**src/rtl/controlador_ataque.sv**
```systemverilog
// controlador_ataque: battleship attack controller (shot map, hit/miss LED, win detection).
// Optional shot limit with loss: define LIMITE_JOGADAS_EN.
module controlador_ataque #(
    parameter int TEMPO_RESULTADO = 381,
    parameter int MAX_JOGADAS     = 15
) (
    input  logic       clock,
    input  logic       reset_n,
    input  logic       ligado,
    input  logic       modo,
    input  logic       confirmar_ataque,
    input  logic [2:0] ataque_colunas,
    input  logic [2:0] ataque_linhas,
    input  logic [6:0] coluna1_posicionamento,
    input  logic [6:0] coluna2_posicionamento,
    input  logic [6:0] coluna3_posicionamento,
    input  logic [6:0] coluna4_posicionamento,
    input  logic [6:0] coluna5_posicionamento,
    output logic [6:0] coluna1_saida,
    output logic [6:0] coluna2_saida,
    output logic [6:0] coluna3_saida,
    output logic [6:0] coluna4_saida,
    output logic [6:0] coluna5_saida,
    output logic [1:0] ledRGB,
    output logic       fim_de_jogo,
    output logic [3:0] jogadas
);
    typedef enum logic [1:0] {OCIOSO, VERIFICA, RESULTADO, FIM} estado_t;

    localparam logic [15:0] ULTIMO_CICLO = 16'(TEMPO_RESULTADO - 1);

    estado_t         estado_q, estado_d;
    logic [2:0]      col_q, col_d, lin_q, lin_d;
    logic [4:0][6:0] tiro_q, tiro_d, acerto_q, acerto_d;
    logic [1:0]      led_q, led_d;
    logic [15:0]     cnt_q, cnt_d;
    logic [4:0][6:0] navio;
    logic            valido, vitoria;

    assign navio   = {coluna5_posicionamento, coluna4_posicionamento, coluna3_posicionamento,
                      coluna2_posicionamento, coluna1_posicionamento};
    assign valido  = (col_q <= 3'd4) && (lin_q <= 3'd6);
    assign vitoria = (|navio) && ((navio & ~acerto_q) == '0);

    assign coluna1_saida = tiro_q[0];
    assign coluna2_saida = tiro_q[1];
    assign coluna3_saida = tiro_q[2];
    assign coluna4_saida = tiro_q[3];
    assign coluna5_saida = tiro_q[4];
    assign ledRGB        = led_q;
    assign fim_de_jogo   = (estado_q == FIM);

`ifdef LIMITE_JOGADAS_EN
    logic [3:0] jog_q, jog_d;
    logic       limite;
    assign limite  = (jog_q == 4'(MAX_JOGADAS));
    assign jogadas = jog_q;
`else
    // Without the shot limit the counter does not exist; MAX_JOGADAS has no effect here.
    localparam logic [3:0] SEM_CONTAGEM = 4'(MAX_JOGADAS) & 4'd0;
    assign jogadas = SEM_CONTAGEM;
`endif

    // Next state: power-off clears everything, modo=0 parks in OCIOSO, otherwise run the attack sequence
    always_comb begin
        estado_d = estado_q;
        col_d    = col_q;
        lin_d    = lin_q;
        tiro_d   = tiro_q;
        acerto_d = acerto_q;
        led_d    = led_q;
        cnt_d    = cnt_q;
`ifdef LIMITE_JOGADAS_EN
        jog_d    = jog_q;
`endif
        if (!ligado) begin
            estado_d = OCIOSO;
            col_d    = '0;
            lin_d    = '0;
            tiro_d   = '0;
            acerto_d = '0;
            led_d    = 2'b00;
            cnt_d    = '0;
`ifdef LIMITE_JOGADAS_EN
            jog_d    = '0;
`endif
        end else if (!modo && estado_q != FIM) begin
            estado_d = OCIOSO;
            cnt_d    = '0;
        end else begin
            unique case (estado_q)
                OCIOSO: begin
                    if (confirmar_ataque) begin
                        col_d    = ataque_colunas;
                        lin_d    = ataque_linhas;
                        estado_d = VERIFICA;
                    end
                end
                VERIFICA: begin
                    estado_d = RESULTADO;
                    cnt_d    = '0;
                    if (!valido || tiro_q[col_q][lin_q]) begin
                        led_d = 2'b11;
                    end else begin
                        tiro_d[col_q][lin_q]   = 1'b1;
                        acerto_d[col_q][lin_q] = navio[col_q][lin_q];
                        led_d = navio[col_q][lin_q] ? 2'b10 : 2'b01;
`ifdef LIMITE_JOGADAS_EN
                        jog_d = jog_q + 4'd1;
`endif
                    end
                end
                RESULTADO: begin
                    if (cnt_q == ULTIMO_CICLO) begin
                        cnt_d    = '0;
                        estado_d = OCIOSO;
                        led_d    = 2'b00;
                        if (vitoria) begin
                            estado_d = FIM;
                            led_d    = 2'b10;
                        end
`ifdef LIMITE_JOGADAS_EN
                        else if (limite) begin
                            estado_d = FIM;
                            led_d    = 2'b01;
                        end
`endif
                    end else begin
                        cnt_d = cnt_q + 16'd1;
                    end
                end
                default: ;
            endcase
        end
    end

    // State registers with asynchronous active-low reset
    always_ff @(posedge clock or negedge reset_n) begin
        if (!reset_n) begin
            estado_q <= OCIOSO;
            col_q    <= '0;
            lin_q    <= '0;
            tiro_q   <= '0;
            acerto_q <= '0;
            led_q    <= 2'b00;
            cnt_q    <= '0;
`ifdef LIMITE_JOGADAS_EN
            jog_q    <= '0;
`endif
        end else begin
            estado_q <= estado_d;
            col_q    <= col_d;
            lin_q    <= lin_d;
            tiro_q   <= tiro_d;
            acerto_q <= acerto_d;
            led_q    <= led_d;
            cnt_q    <= cnt_d;
`ifdef LIMITE_JOGADAS_EN
            jog_q    <= jog_d;
`endif
        end
    end
endmodule
```
**config.mk**
```make
export PLATFORM = sky130hd
export DESIGN_NAME = controlador_ataque
export DESIGN_NICKNAME = d
export VERILOG_FILES = /design/src/rtl/controlador_ataque.sv
export SDC_FILE = /design/constraint.sdc
export NUM_CORES = 1
export LEC_CHECK = 0
export BUFFER_PORTS_ARGS = -buffer_cell sky130_fd_sc_hd__buf_2
export CORE_UTILIZATION = 35
export DETAILED_ROUTE_END_ITERATION = 10
export SLEW_MARGIN = 20
export SYNTH_ARGS = -nofsm -noshare
export SYNTH_HDL_FRONTEND = slang
export SYNTH_SLANG_ARGS = --single-unit
```
**constraint.sdc**
```tcl
create_clock -name clock -period 6.1 [get_ports clock]
set_clock_uncertainty 0.15 [all_clocks]
set_input_delay 0.915 -clock clock [delete_from_list [all_inputs] [get_ports clock]]
set_output_delay 0.915 -clock clock [all_outputs]
set_load 0.005 [all_outputs]
```
# [Yosys cells after proc, flatten, opt, wreduce, memory -nomap -nowiden]
# Cells that the tools add are included.
[word_totals] register_bits=96 output_inout_bits=42 in_bits=46 word_cells=102
[classes] n_lt_le_gt_ge=6 n_bitwise=3 eq_ne=16 n_reduce_logical=15 n_mux=46 add_sub_neg=1
[op_table] op="$mux W35" n=8
[op_table] op="$mux W16" n=3
[op_table] op="$bmux W7 S3" n=2
[op_table] op="$and A35 B35 Y35" n=1
[op_table] op="$bwmux W35" n=1
[op_table] op="$logic_not A35 Y1" n=1
[op_table] op="$not A35 Y35" n=1
[op_table] op="$or A35 B35 Y35" n=1
[op_table] op="$reduce_or A35 Y1" n=1
[op_table] op="$pmux W16 S2" n=1
[op_table] op="$mux W3" n=8
[op_table] op="$mux W2" n=11
[op_table] op="$demux W7 S3" n=1
[op_table] op="$mux W7" n=3
[op_table] op="$add A16 B1 Y16 const B" n=1
[op_table] op="$eq A16 B9 Y1 const B" n=1
[op_table] op="$reduce_and A3 Y1" n=4
[op_table] op="$lt A3 B4 Y1 const B" n=2
[op_table] op="$ne A4 B4 Y1 const B" n=2
[op_table] op="$bmux W1 S3" n=2
[op_table] op="$ge A3 B1 Y1 const B" n=2
[op_table] op="$le A3 B3 Y1 const B" n=2
[op_table] op="$ne A2 B1 Y1 const B" n=3
[op_table] op="$ne A2 B2 Y1 const B" n=3
[op_table] op="other kinds (14)" n=22

# [Depth between registers and ports, before layout]
[depth] ltp_word=11 ltp_mapped=11 ltp_nobuf=9

# [Worst setup path after synthesis]
# OpenSTA, ideal clock, no wires.
[synth_timing] path_type="register -> register" startpoint="register col_q[1]" endpoint="register acerto_q[0] in the netlist's numbering" stages_incl_launch_ff=12 t_arrival_ps=2630 synth_period_minus_slack_ps=2919 t_required_ps=5811 n_path_buf=4 setup_slack_ps=3181 setup_ps=139 cell_sequence="dfrtp_1 > buf_2 > buf_2 > buf_2 > mux2i_1 > o22ai_1 > a21oi_1 > o22ai_1 > or4_1 > nand2_1 > clkbuf_1 > mux2i_1"
[synth_between] elab_chain_cells=9 elab_cells_between_ends=24 classes_between="3 x order compare; 1 x eq/ne; 15 x mux; 5 x reduce/logical"
[synth_rtl] element="start: declaration" line="33" text="logic [2:0] col_q, col_d, lin_q, lin_d;"
[synth_rtl] element="start signal: assignment" line="152" text="col_q <= col_d;"
[synth_rtl] element="$bmux W7 S3, or another cell as far along" line="106" text="acerto_d[col_q][lin_q] = navio[col_q][lin_q];"
[synth_rtl] element="$mux W7 (implied by the code) or $logic_and A1 B1 Y1 (tied branches)" line="106"
[synth_rtl] element="$bmux W1 S3 or $mux W7 (tied branches)" line="106"
[synth_rtl] element="$mux W1 (implied by the code) or $demux W7 S3 (tied branches)" line="106"
[synth_rtl] element="$bwmux W35" line="106"
[synth_rtl] element="$mux W35" line="102" text="if (!valido || tiro_q[col_q][lin_q]) begin"
[synth_rtl] element="$mux W35" line="91" text="unique case (estado_q)"
[synth_rtl] element="$mux W35" line="87" text="end else if (!modo && estado_q != FIM) begin"
[synth_rtl] element="$mux W35" line="76" text="if (!ligado) begin"
[synth_rtl] element="end signal: assignment" line="155" text="acerto_q <= acerto_d;"
[synth_rtl] element="end: declaration" line="34" text="logic [4:0][6:0] tiro_q, tiro_d, acerto_q, acerto_d;"
# Parallel ways exist; a longest one is shown, timed or not. The select of a mux whose other input is x is not followed.
# A chain may end at the register's enable or synchronous reset.

# [Worst setup path after layout]
[layout_timing] startpoint="register col_q[0]" endpoint="register acerto_q[14] in the netlist's numbering"
# Same word-level chain as after synthesis.

==> results.md <==
- Vias in the first global route: between 4000 and 5000
- Final-report hold violation count: 0
- First-pass GRT wire length: 25200 um
- Final ANT Viol Nets: 0
- Layout Cells excl Fill: 849
- Critical path class: reg2reg
- Avg WL per Cell: 19.1 um
- Synth Register Bits: 96
- Setup TNS: 0 ns
- CTS tree: yes
- Worst Reg-to-Reg Cells: 8
- Util after Layout: 41.7%
- TritonCTS Buffers: 9
- Drt drc: 0
- Slew HR: 39.0%
- Worst path top cell family by delay: simple AND/OR/NAND/NOR gates
- Crit-path cells: nor3b_2, a221o_1, a211oi_2, and4b_1, or4_1, buf_4, nor3_1, mux2i_1
- Most common cell in the netlist: dfrtp_1
- Tcrit/Tclk final: 58.3%
- Hold buffers post-CTS: 0
- Sink Count: 96
- Async S/R FF share, synth: 100%
- Reg2reg start: col_q[0]
- RSZ-0062 raised after global routing: false
- Max Clk Rate: 281 MHz
- Hpwl dp: 12100 um
- ANT cells: 0
- Initial antenna violation count: 0
- Outcome: complete, no violations
- Drt first pass iters: 6
- Die area: around 16000 sq um
- Worst reg-to-reg setup slack: 2.54 ns
- Top area cells in the synthesized netlist: dfrtp_1 (44%), mux2i_1 (11%), nor3_2 (5.1%), o21a_1 (4.8%), nand2_1 (4.2%)
- Routed wl met3: 878 um
- Critical path arrival: 3.68 ns
- IO buf count: 83
- Ys Warns: 0
- Setup-failing EPs final: 0
- GPL Wtd Cong: 0.930
- Slowest cell on crit path: dfrtp_1
- Met1 wire length: 7200 um
- Distinct cell type count of the synthesized netlist: 53
- Clock-pin slew on the worst setup and hold paths: 0.07 ns
- # H-tree levels: 3
- Setup Fix Bufs, Post-CTS: 0
- DP Cell Count: 834
- CP max stage delay: ~0.81 ns
- Hold Startpoint: cnt_q[15]
- Main synth FF type: dfrtp_1
- DR vias/cell: 5.53
- Critical-path maximum fanout: 36
- Remaining Overflow, GRT: 0
- NumNets Final: 686
- Initial core utilization: between 30% and 40%
- Core Region: 15300 sq um
- Tmin final: 3.56 ns
- Top cells by count, synth: dfrtp_1 (96), nand2_1 (61), mux2i_1 (59)
- Top Metal Used: met4
- Hold Crit Class: reg2reg
- Die height: around 130 um
- Clock Latency Late Sink: 0.36 ns
- Worst vdd ir: roughly 0.15 mV
- All-Layer GR Usage: 20.8%
- Vias: 4693
- Final WL: roughly 16000 um
- Pin slew with the least headroom to its limit: 0.907 ns
- FF-to-FF End: acerto_q[14]
- Std-Cell Rows: 45
- Synthesized area per cell: 9.71 sq um
- Min-Delay Endpoint: cnt_q[15]
- Area leader, netlist: dfrtp_1
- Cells after synthesis: around 570
- Mapped cell area: 5500 sq um
- DR WL met2: approximately 7500 um
- Hold Path Stages: 1
- CTS resizes: 0
- CTS root buf: clkbuf_16
- Initial drt markers: 529
- Synthesis-to-finish area growth: 15.5%
- Pin count of the biggest net entering global routing: approximately 80
- P_leak: roughly 2.8 nW
- Sequential-to-total area share from yosys stat: 43.6%
- Die W: 127 um
- Fraction of layout cells with a size suffix above 1: 23.0%
- Max-cap violation count: 0
- PwrDens: 220 nW/um^2
- Top cell type's share of synthesized area: roughly 44%
- Startpoint Class: flop
- Worst setup EP type: flop
- Fin. max-slew vios: 0
- # IOs: 88
- WHS: 0.336 ns
- Bufs on Longest Clock Path: 2
- EDFF count, synth: 0
- Worst path required time: between 6 and 7 ns
- Buf/Inv on CP: 1
-- sequential cells by signal, indices dropped and copies added (netlist names) --
name,flops
cnt_q,16
coluna4_saida,7
col_q,3
coluna1_saida,7
coluna5_saida,7
estado_q,2
acerto_q,35
ledRGB,2
lin_q,3
coluna2_saida,7
coluna3_saida,7
-- per-stage QoR --
| stage | area, sq um | total power (W) | setup WS [ns] |
|---|---|---|---|
| finish | 6360 | 0.00140 | 2.54 |
| CTS | 6360 | 0.00141 | 2.58 |
| detailed placement | 6040 | 0.000800 | 2.55 |
| floorplan | 5520 | 0.000745 | 3.18 |
| global placement | 6040 | 0.000799 | 2.59 |
| global route | 6360 | 0.00145 | 2.32 |
-- cells by family after synthesis --
kind of cell             after synthesis  synth area share (%)
other                                  1                0.0681
AO/OA/AOI/OAI                        130                  15.4
buffers and inverters                 61                  5.32
AND/OR/NAND/NOR                      209                  22.2
flip-flops                            96                  43.6
adder cells (fa/ha/maj)                6                  1.36
multiplexers                          64                  12.0
-- layout make-up --
type	count	area, sq um
Fill cell	1508	8900
Clock inverter	6	93.8
Multi-Input combinational cell	413	2820
Sequential cell	96	2400
Clock buffer	9	225
Timing Repair Buffer	88	455
Tap cell	211	264
Inverter	26	97.6
-- cells in the final DEF (no fill, tap or decap), types with 11 or more instances in the layout --
master / n
nor4_1: 11
nor2b_1: 25
dfrtp_1: 96
a21oi_1: 14
mux2i_1: 59
nor3_1: 12
nor2_1: 20
o21ai_0: 40
nand2_1: 61
o21a_1: 35
buf_2: 82
inv_1: 26
nor3_2: 28
-- worst max-delay path by stage --
stage,start,endpoint,slack (ns),depth (start not counted)
after floorplan,col_q[1],acerto_q[0],3.18,11
after global placement,coluna4_posicionamento[3],acerto_q[21],2.59,8
after detailed placement,coluna4_posicionamento[3],acerto_q[14],2.55,8
after CTS,col_q[0],acerto_q[14],2.58,8
after global routing,col_q[0],acerto_q[21],2.32,8
final,col_q[0],acerto_q[14],2.54,8
-- layer usage --
layer,GRT usage (%),vias to the layer above
met1,27.8,2320
met3,3.22,41
li1,-,2166
met4,11.1,0
met5,0,-
met2,32.4,166
-- power breakdown --
group | internal [W] | switching (W)
Combinational | 0.0000453 | 0.0000956
Sequential | 0.000640 | 0.00000785
Clock | 0.000360 | 0.000253
Total | 0.00104 | 0.000356
No activity file was read; power rests on OpenSTA's default activity.
